==> config.mk <==
export PLATFORM = sky130hd
export DESIGN_NAME = dec_to_hex_encoder
export DESIGN_NICKNAME = d
export VERILOG_FILES = /design/src/rtl/dec_to_hex_encoder.sv
export SDC_FILE = /design/constraint.sdc
export NUM_CORES = 1
export LEC_CHECK = 0
export ABC_CLOCK_PERIOD_IN_PS = 7400
export CORE_ASPECT_RATIO = 1.1
export CORE_MARGIN = 5
export CORE_UTILIZATION = 45
export DETAILED_ROUTE_END_ITERATION = 7
export GPL_TIMING_DRIVEN = 0
export PLACE_DENSITY = 0.67
export RECOVER_POWER = 100
export SYNTH_ARGS = -nofsm -noshare
export SYNTH_HDL_FRONTEND = slang
export SYNTH_SLANG_ARGS = --single-unit
export TNS_END_PERCENT = 30
==> constraint.sdc <==
create_clock -name mclk -period 7.4 [get_ports mclk]
set_input_delay 0.74 -clock mclk [delete_from_list [all_inputs] [get_ports mclk]]
set_output_delay 0.74 -clock mclk [all_outputs]
set_load 0.05 [all_outputs]
==> src/rtl/dec_to_hex_encoder.sv <==
// Display-format decimal word to signed 16-bit value plus decimal exponent.
// One digit field per clock, MSD first, with a saturating x10 accumulator.
module dec_to_hex_encoder #(
  parameter int N_DIGIT = 8
) (
  input  logic               mclk,
  input  logic               rst,
  input  logic               en,
  input  logic [39:0]        dec_in,
  input  logic [7:0]         point,
  output logic signed [15:0] hex_out,
  output logic signed [3:0]  exp,
  output logic               of,
  output logic               err,
  output logic               sync,
  output logic [2:0]         state
);

  typedef enum logic [2:0] {
    IDLE = 3'b000,
    SCAN = 3'b001,
    FIN  = 3'b111
  } state_t;

  localparam logic [2:0]  IDX_INIT = 3'(N_DIGIT - 1);
  localparam logic [7:0]  PT_VALID = 8'((16'd1 << N_DIGIT) - 16'd1);
  localparam logic [19:0] LIM_POS  = 20'd32767;
  localparam logic [19:0] LIM_NEG  = 20'd32768;
  localparam logic [4:0]  C_MINUS  = 5'h11;
  localparam logic [4:0]  C_BLANK  = 5'h1F;

  // Clamp to the magnitude limit of the current sign; MSB of result flags a clamp.
  function automatic logic [20:0] sat_acc(input logic [19:0] a, input logic neg);
    logic [19:0] lim;
    lim = neg ? LIM_NEG : LIM_POS;
    if (a > lim) return {1'b1, lim};
    return {1'b0, a};
  endfunction

  function automatic logic [19:0] mul10_add(input logic [19:0] a, input logic [3:0] d);
    return (a << 3) + (a << 1) + {16'd0, d};
  endfunction

  state_t      state_q, state_nxt;
  logic [39:0] dec_l;
  logic [7:0]  point_l;
  logic [4:0]  fld [8];
  logic [19:0] acc, acc_nxt;
  logic        sign, sign_nxt;
  logic        seen, seen_nxt;
  logic        of_acc, of_nxt;
  logic        err_acc, err_nxt;
  logic [2:0]  idx;
  logic [4:0]  code;
  logic [20:0] sat_res;

  logic               fin_err;
  logic [2:0]         pt_idx;
  logic signed [15:0] hex_fin;
  logic signed [3:0]  exp_fin;

  assign state = state_q;

  for (genvar g = 0; g < 8; g++) begin : g_fld
    assign fld[g] = dec_l[5*g +: 5];
  end

  always_ff @(posedge mclk) begin
    if (rst) state_q <= IDLE;
    else     state_q <= state_nxt;
  end

  always_comb begin
    state_nxt = state_q;
    case (state_q)
      IDLE:    if (en) state_nxt = SCAN;
      SCAN:    if (idx == 3'd0) state_nxt = FIN;
      FIN:     state_nxt = IDLE;
      default: state_nxt = IDLE;
    endcase
  end

  // Per-field decode: digits accumulate, leading blanks/minus are framing only.
  always_comb begin
    code     = fld[idx];
    acc_nxt  = acc;
    sign_nxt = sign;
    seen_nxt = seen;
    of_nxt   = of_acc;
    err_nxt  = err_acc;
    sat_res  = sat_acc(mul10_add(acc, code[3:0]), sign);
    if (code <= 5'd9) begin
      acc_nxt  = sat_res[19:0];
      of_nxt   = of_acc | sat_res[20];
      seen_nxt = 1'b1;
    end else if (code == C_BLANK) begin
      if (seen) err_nxt = 1'b1;
    end else if (code == C_MINUS) begin
      if (seen || sign) err_nxt = 1'b1;
      else              sign_nxt = 1'b1;
    end else begin
      err_nxt = 1'b1;
    end
  end

  // Final result: framing checks that need the whole word happen here.
  always_comb begin
    pt_idx = 3'd0;
    for (int i = 0; i < 8; i++) begin
      if (point_l[i]) pt_idx = 3'(i);
    end
    fin_err = err_acc | ~seen
            | (|(point_l & (point_l - 8'd1)))
            | (|(point_l & ~PT_VALID));
    exp_fin = 4'(4'd0 - {1'b0, pt_idx});
    hex_fin = sign ? 16'(16'd0 - acc[15:0]) : acc[15:0];
  end

  always_ff @(posedge mclk) begin
    if (en && state_q == IDLE) begin
      dec_l   <= dec_in;
      point_l <= point;
    end
  end

  always_ff @(posedge mclk) begin
    if (rst) begin
      acc     <= '0;
      idx     <= IDX_INIT;
      sign    <= 1'b0;
      seen    <= 1'b0;
      of_acc  <= 1'b0;
      err_acc <= 1'b0;
      hex_out <= '0;
      exp     <= '0;
      of      <= 1'b0;
      err     <= 1'b0;
      sync    <= 1'b0;
    end else begin
      sync <= (state_q == FIN);
      case (state_q)
        IDLE: begin
          if (en) begin
            acc     <= '0;
            idx     <= IDX_INIT;
            sign    <= 1'b0;
            seen    <= 1'b0;
            of_acc  <= 1'b0;
            err_acc <= 1'b0;
          end
        end
        SCAN: begin
          acc     <= acc_nxt;
          sign    <= sign_nxt;
          seen    <= seen_nxt;
          of_acc  <= of_nxt;
          err_acc <= err_nxt;
          idx     <= idx - 3'd1;
        end
        FIN: begin
          err     <= fin_err;
          hex_out <= fin_err ? 16'sd0 : hex_fin;
          exp     <= fin_err ? 4'sd0  : exp_fin;
          of      <= fin_err ? 1'b0   : of_acc;
        end
        default: ;
      endcase
    end
  end

endmodule

==> flow_summary.ini, run 1 <==
[detailed_routing]
drtIter0Drc = 279
viasPerCell = 5.661
routed_wl_um = 13020
drc_errors = 0
via_count = 4461
wl_per_cell_um = 16.52
first_pass_iters = 5
ant_nets = 0

[global_routing]
grt_overflow = 0
grt_max_degree = 17
grt_pass1_vias = 4552
antenna_found_initial = 0
grt_pass1_wl_um = 22070
grt_use_total_pct = 17.71

[place]
place.gp.congestion = 0.8451
place_inst = 773
hpwl_um = 10460
io_buffers = 76
place_ws_ns = 1.255

[power_and_ir_drop]
swShare_pct = 22.19
clock_power_share_pct = 41.1
internal_power_uw = 943.3
p_seq_share_pct = 50.0
powerDensity_nw_per_um2 = 173.9
p_sw_uw = 269.1
power_uw = 1212
ir_drop_v = 0.0001619
comb_power_share_pct = 8.9
p_leak_uw = 0.003006

[run_status]
status = completed

[timing]
slew_headroom_pct = 3.822
worst_pin_slew_ns = 1.440
whs_ns = 0.4540
finClkSkew_ns = 0.01189
finalMaxSlewViolations = 0
postLayoutSetupSlackWorst_ns = 1.006
setup_violations = 0
hold_viol_final = 0
min_period_ns = 6.394
finalCritPeriodShare_pct = 86.40
fmax_ghz = 0.1564
rsz0062_at_grt = false

[logic_synthesis]
ys_async_sr_fraction_pct = 0
ys_seq_area_share_pct = 43.21
synth-edff-count = 48
yosysWarnings = 0
synthFlopType = dfxtp_1
syn_area_um2 = 5699
postSynthNetCount = 644
synth-seq-cells = 99
yosys.cell_types.count = 68
synth_cells = 537
syn_avg_cell_area_um2 = 10.61

[critical_path]
required_ns = 7.63
cp_max_fo = 10
cp-start-kind = flip-flop
end_kind = flip-flop
r2r_cells = 23
timing.rr.start = idx[1]
cp-startpoint = idx[1]
critical_path_class = flip-flop to flip-flop
worstPathArrival_ns = 6.62

[finish]
most-common-layout-cells = dlygate4sd3_1 (76), ha_1 (54), nor2_1 (52)
final_common_cell = dlygate4sd3_1
fillers = 1102
final_cells = 788
drive_gt1_share_pct = 6.656
final_core_util_pct = 55.62
final_nets = 734
areaGrowthSynthToFinish_pct = 22.35
diodes = 0

[floorplan]
start_util_pct = 45.46
die_y_um = 128.0
io_pins = 77
core_um2 = 12540
die_w_um = 117.3
rows = 43
die_area_um2 = 15020

[hold_path]
hold_depth = 2
min_path_type = flip-flop to flip-flop
min_from = exp[3]

[clock_tree]
post_cts_buffers = 0
cts_sinks = 99
cts_resized = 0
path_clk_slew_ns = 0.07
cts_tree = done
hold_buffers = 0
root_buffer = clkbuf_16
htree_levels = 3
numCtsBuffers = 9
clock_latency_ns = 0.35
clockBufferDepth = 2

[run]
drv_cap = 0
==> cells by family (layout without fill, tap and decap cells) <==
logic type / Yosys count / after routing / share of synthesized area, %
muxes: 17 / 17 / 5.620
adders and majority gates: 57 / 57 / 12.73
AOI/OAI and AO/OA: 139 / 139 / 17.26
xor gates and xnor gates: 28 / 28 / 4.303
buffers and inverters: 41 / 135 / 3.315
DFF: 99 / 99 / 43.21
and+or+nand+nor: 156 / 156 / 13.57
==> synthesized netlist by cell type (12+ instances only) <==
| cell | instances | area, µm² |
|---|---|---|
| xnor2_1 | 21 | 183.9 |
| nand2_1 | 34 | 127.6 |
| a22oi_1 | 20 | 150.1 |
| inv_1 | 17 | 63.81 |
| ha_1 | 54 | 675.7 |
| o21ai_0 | 18 | 90.09 |
| a221o_1 | 16 | 160.2 |
| edfxtp_1 | 48 | 1441 |
| a21oi_1 | 37 | 185.2 |
| clkbuf_1 | 14 | 52.55 |
| nor2_1 | 52 | 195.2 |
| nor3_1 | 12 | 60.06 |
| dfxtp_1 | 51 | 1021 |
==> critical path, cell delays in order, from the launching register on <==
cell and delay [ns]:
dfxtp_1 0.33, clkbuf_1 0.53, mux4_1 0.40, mux2_4 0.32, inv_1 0.08, fa_1 0.41, inv_1 0.12, ha_1 0.15
a21o_1 0.13, and3_1 0.23, o2111ai_1 0.16, a21boi_0 0.26, o21ai_0 0.13, o311ai_0 0.64, ha_1 0.38, nand4_1 0.12
or3_1 0.14, a21oi_1 0.05, o32a_1 0.35, a2111oi_0 0.42, and4_1 0.42, nor3_4 0.10, buf_6 0.15, a221o_1 0.26
==> path summary, 6_finish.rpt <==
kind	to	slack (ns)
max	acc[13]	1.01
min	exp[3]	0.45
max reg2reg	acc[13]	1.01
min reg2reg	exp[3]	0.45
==> area by class of cell <==
| cell class | instances | area (µm²) | share of cell area, % |
|---|---|---|---|
| buffer | 23 | 121.4 | 1.741 |
| clock buffer | 9 | 225.2 | 3.230 |
| clock inverter | 6 | 88.84 | 1.274 |
| inverter | 18 | 67.56 | 0.9690 |
| multi-input combinational | 397 | 3039 | 43.59 |
| sequential | 99 | 2462 | 35.31 |
| tap | 157 | 196.4 | 2.817 |
| timing repair buffer | 79 | 772.0 | 11.07 |
==> power by group through the flow <==
stage / sequential, µW / clock (µW) / combinational, µW
CTS: 606 / 508 / 116
detailed placement: 618 / 0 / 115
finish: 606 / 499 / 108
global route: 607 / 527 / 120
global placement: 619 / 0 / 109
floorplan: 617 / 0 / 65.8
==> per-stage QoR <==
stage	instance area, µm²	TNS [ns]
3_5_place_dp	6695	0
3_3_place_gp	6656	-8.050
2_1_floorplan	5699	0
5_1_grt	6973	0
6_report	6973	0
4_1_cts	7009	0
==> registers in the layout, summed over array words and instances, names as in the netlist, 2 cells and up <==
register / count
dec_l: 40
acc: 19
hex_out: 16
point_l: 8
exp: 4
idx: 3
state: 2
==> per-layer routing <==
layer	wire (µm)	vias to the layer above	share of wire [%]	GRT usage, %
met2	6660	96	51	31.03
met3	550	10	4.2	3.928
met5	0	-	0	0
met1	5672	2133	44	21.88
li1	-	2222	-	-
met4	139	0	1.1	5.324
Power figures use the tool's default switching activity.
==> inputs of run 2 (changes only) <==
--- a/config.mk
+++ b/config.mk
@@ -13,6 +13,7 @@
 export GPL_TIMING_DRIVEN = 0
 export PLACE_DENSITY = 0.67
 export RECOVER_POWER = 100
+export SLEW_MARGIN = 15
 export SYNTH_ARGS = -nofsm -noshare
 export SYNTH_HDL_FRONTEND = slang
 export SYNTH_SLANG_ARGS = --single-unit
==> run 2 against run 1 <==
Against the previous run:
- the flow now finishes with violations (capacitance limit)
- sequential share of layout area is 0.18 points higher
- cell area is 0.52% lower
- first-iteration DRC count is 2.9% higher
- critical path type unchanged
- highest routed layer unchanged
==> flow_summary.ini, run 2 (synthesis gave the netlist of run 1 again) <==
[finish]
most-common-layout-cells = dlygate4sd3_1 (76), ha_1 (54), nor2_1 (52)
regMostFlops = dec_l
diodes = 0
design_area_um2 = 6937
final_nets = 735
areaGrowthSynthToFinish_pct = 21.71
top_regs = dec_l x40, acc x19, hex_out x16
drive_gt1_share_pct = 6.477
final_common_cell = dlygate4sd3_1
final_cells = 790
largest_reg_flops = 40
fillers = 1116

[floorplan]
die_y_um = 128.0
die_area_um2 = 15020
die_w_um = 117.3
core_um2 = 12540
rows = 43
start_util_pct = 45.46
io_pins = 77

[global_routing]
grt_use_total_pct = 17.63
grt_pass1_wl_um = 21850
antenna_found_initial = 0
grt_overflow = 0
grt_pass1_vias = 4522
grt_max_degree = 18

[clock_tree]
clock_latency_ns = 0.34
post_cts_buffers = 0
hold_buffers = 0
path_clk_slew_ns = 0.07
cts_sinks = 99
cts_resized = 0
clockBufferDepth = 2
cts_tree = done
htree_levels = 3
numCtsBuffers = 9
root_buffer = clkbuf_16

[detailed_routing]
met2_wirelength_um = 6516
drtIter0Drc = 287
viasPerCell = 5.670
drc_errors = 0
top_layer = met4
route.met3.wl_um = 555
routed_wl_um = 13180
ant_nets = 0
wl_per_cell_um = 16.68
via_count = 4479
first_pass_iters = 4
m1WireLength_um = 5860

[timing]
finClkSkew_ns = 0.005509
hold_viol_final = 0
rsz0062_at_grt = false
finalCritPeriodShare_pct = 85.69
min_period_ns = 6.341
finalMaxSlewViolations = 0
worst_pin_slew_ns = 1.495
fmax_ghz = 0.1577
tns_ns = 0
slew_headroom_pct = 0.09845
setup_violations = 0
whs_ns = 0.4520

[power_and_ir_drop]
powerDensity_nw_per_um2 = 165.9
p_leak_uw = 0.002988
power_uw = 1151
ir_drop_v = 0.0001730

[critical_path]
timing.rr.start = idx[1]
cp_max_fo = 10
r2r_cells = 23
endpoint = acc[14]
required_ns = 7.63
worstPathArrival_ns = 6.57
r2r_end = acc[14]
critical_path_class = flip-flop to flip-flop
cp-startpoint = idx[1]
rrSetupSlack_ns = 1.06
cp-start-kind = flip-flop
end_kind = flip-flop

[run]
drv_cap = 1

[hold_path]
min_path_type = flip-flop to flip-flop

[place]
place_inst = 774
place.gp.congestion = 0.8451
place_area_um2 = 6699
hpwl_um = 10470
io_buffers = 76

[run_status]
status = finished with violations
violations = capacitance limit
[run 2: where the power goes]
part           switching [µW]  internal, µW  leakage (µW)
registers                10.5           595      0.000869
clock network             208           230      0.000132
logic                    55.1          52.5       0.00199
total                     273           877       0.00299
[run 2: layout make-up]
cell class	instances	area [µm²]	share of cell area, %
Timing Repair Buffer	80	775.7	11.18
Inverter	18	67.56	0.9740
Tap cell	157	196.4	2.832
Multi-Input combinational cell	397	3039	43.81
Clock inverter	7	50.05	0.7215
Sequential cell	99	2462	35.50
Clock buffer	9	225.2	3.247
Buffer	23	120.1	1.732
[run 2: routing by layer]
layer,global-route usage (%),vias up
met4,5.529,0
met2,30.86,103
li1,-,2211
met1,21.54,2147
met3,4.148,18
met5,0,-
[run 2: worst min path at each step]
stage,start,to,slack (ns),cells after the start
floorplan,of_acc,of_acc,0.43,2
global placement,exp[0],exp[0],0.45,2
detailed placement,exp[0],exp[0],0.45,2
CTS,exp[0],exp[0],0.46,2
global route,exp[0],exp[0],0.49,2
finish,exp[0],exp[0],0.45,2
[run 2: worst max-delay path, cell delays in order (launching register included)]
cell and delay, ns:
dfxtp_1 0.32, clkbuf_1 0.54, mux4_1 0.40, mux2_4 0.32, inv_1 0.07, fa_1 0.41, inv_1 0.12, ha_1 0.14
a21o_1 0.13, and3_1 0.23, o2111ai_1 0.16, a21boi_0 0.26, o21ai_0 0.13, o311ai_0 0.63, ha_1 0.37, nand4_1 0.12
or3_1 0.14, a21oi_1 0.04, o32a_1 0.35, a2111oi_0 0.40, and4_1 0.41, nor3_4 0.10, buf_6 0.15, a221o_1 0.27
[run 2: metrics by stage]
stage / setup WS, ns / util (%)
floorplan: 1.637 / -
finish: 1.059 / 55.33
global placement: -0.5962 / 53.10
CTS: 1.188 / 55.63
detailed placement: 1.233 / 53.44
global route: 0.4209 / 55.33
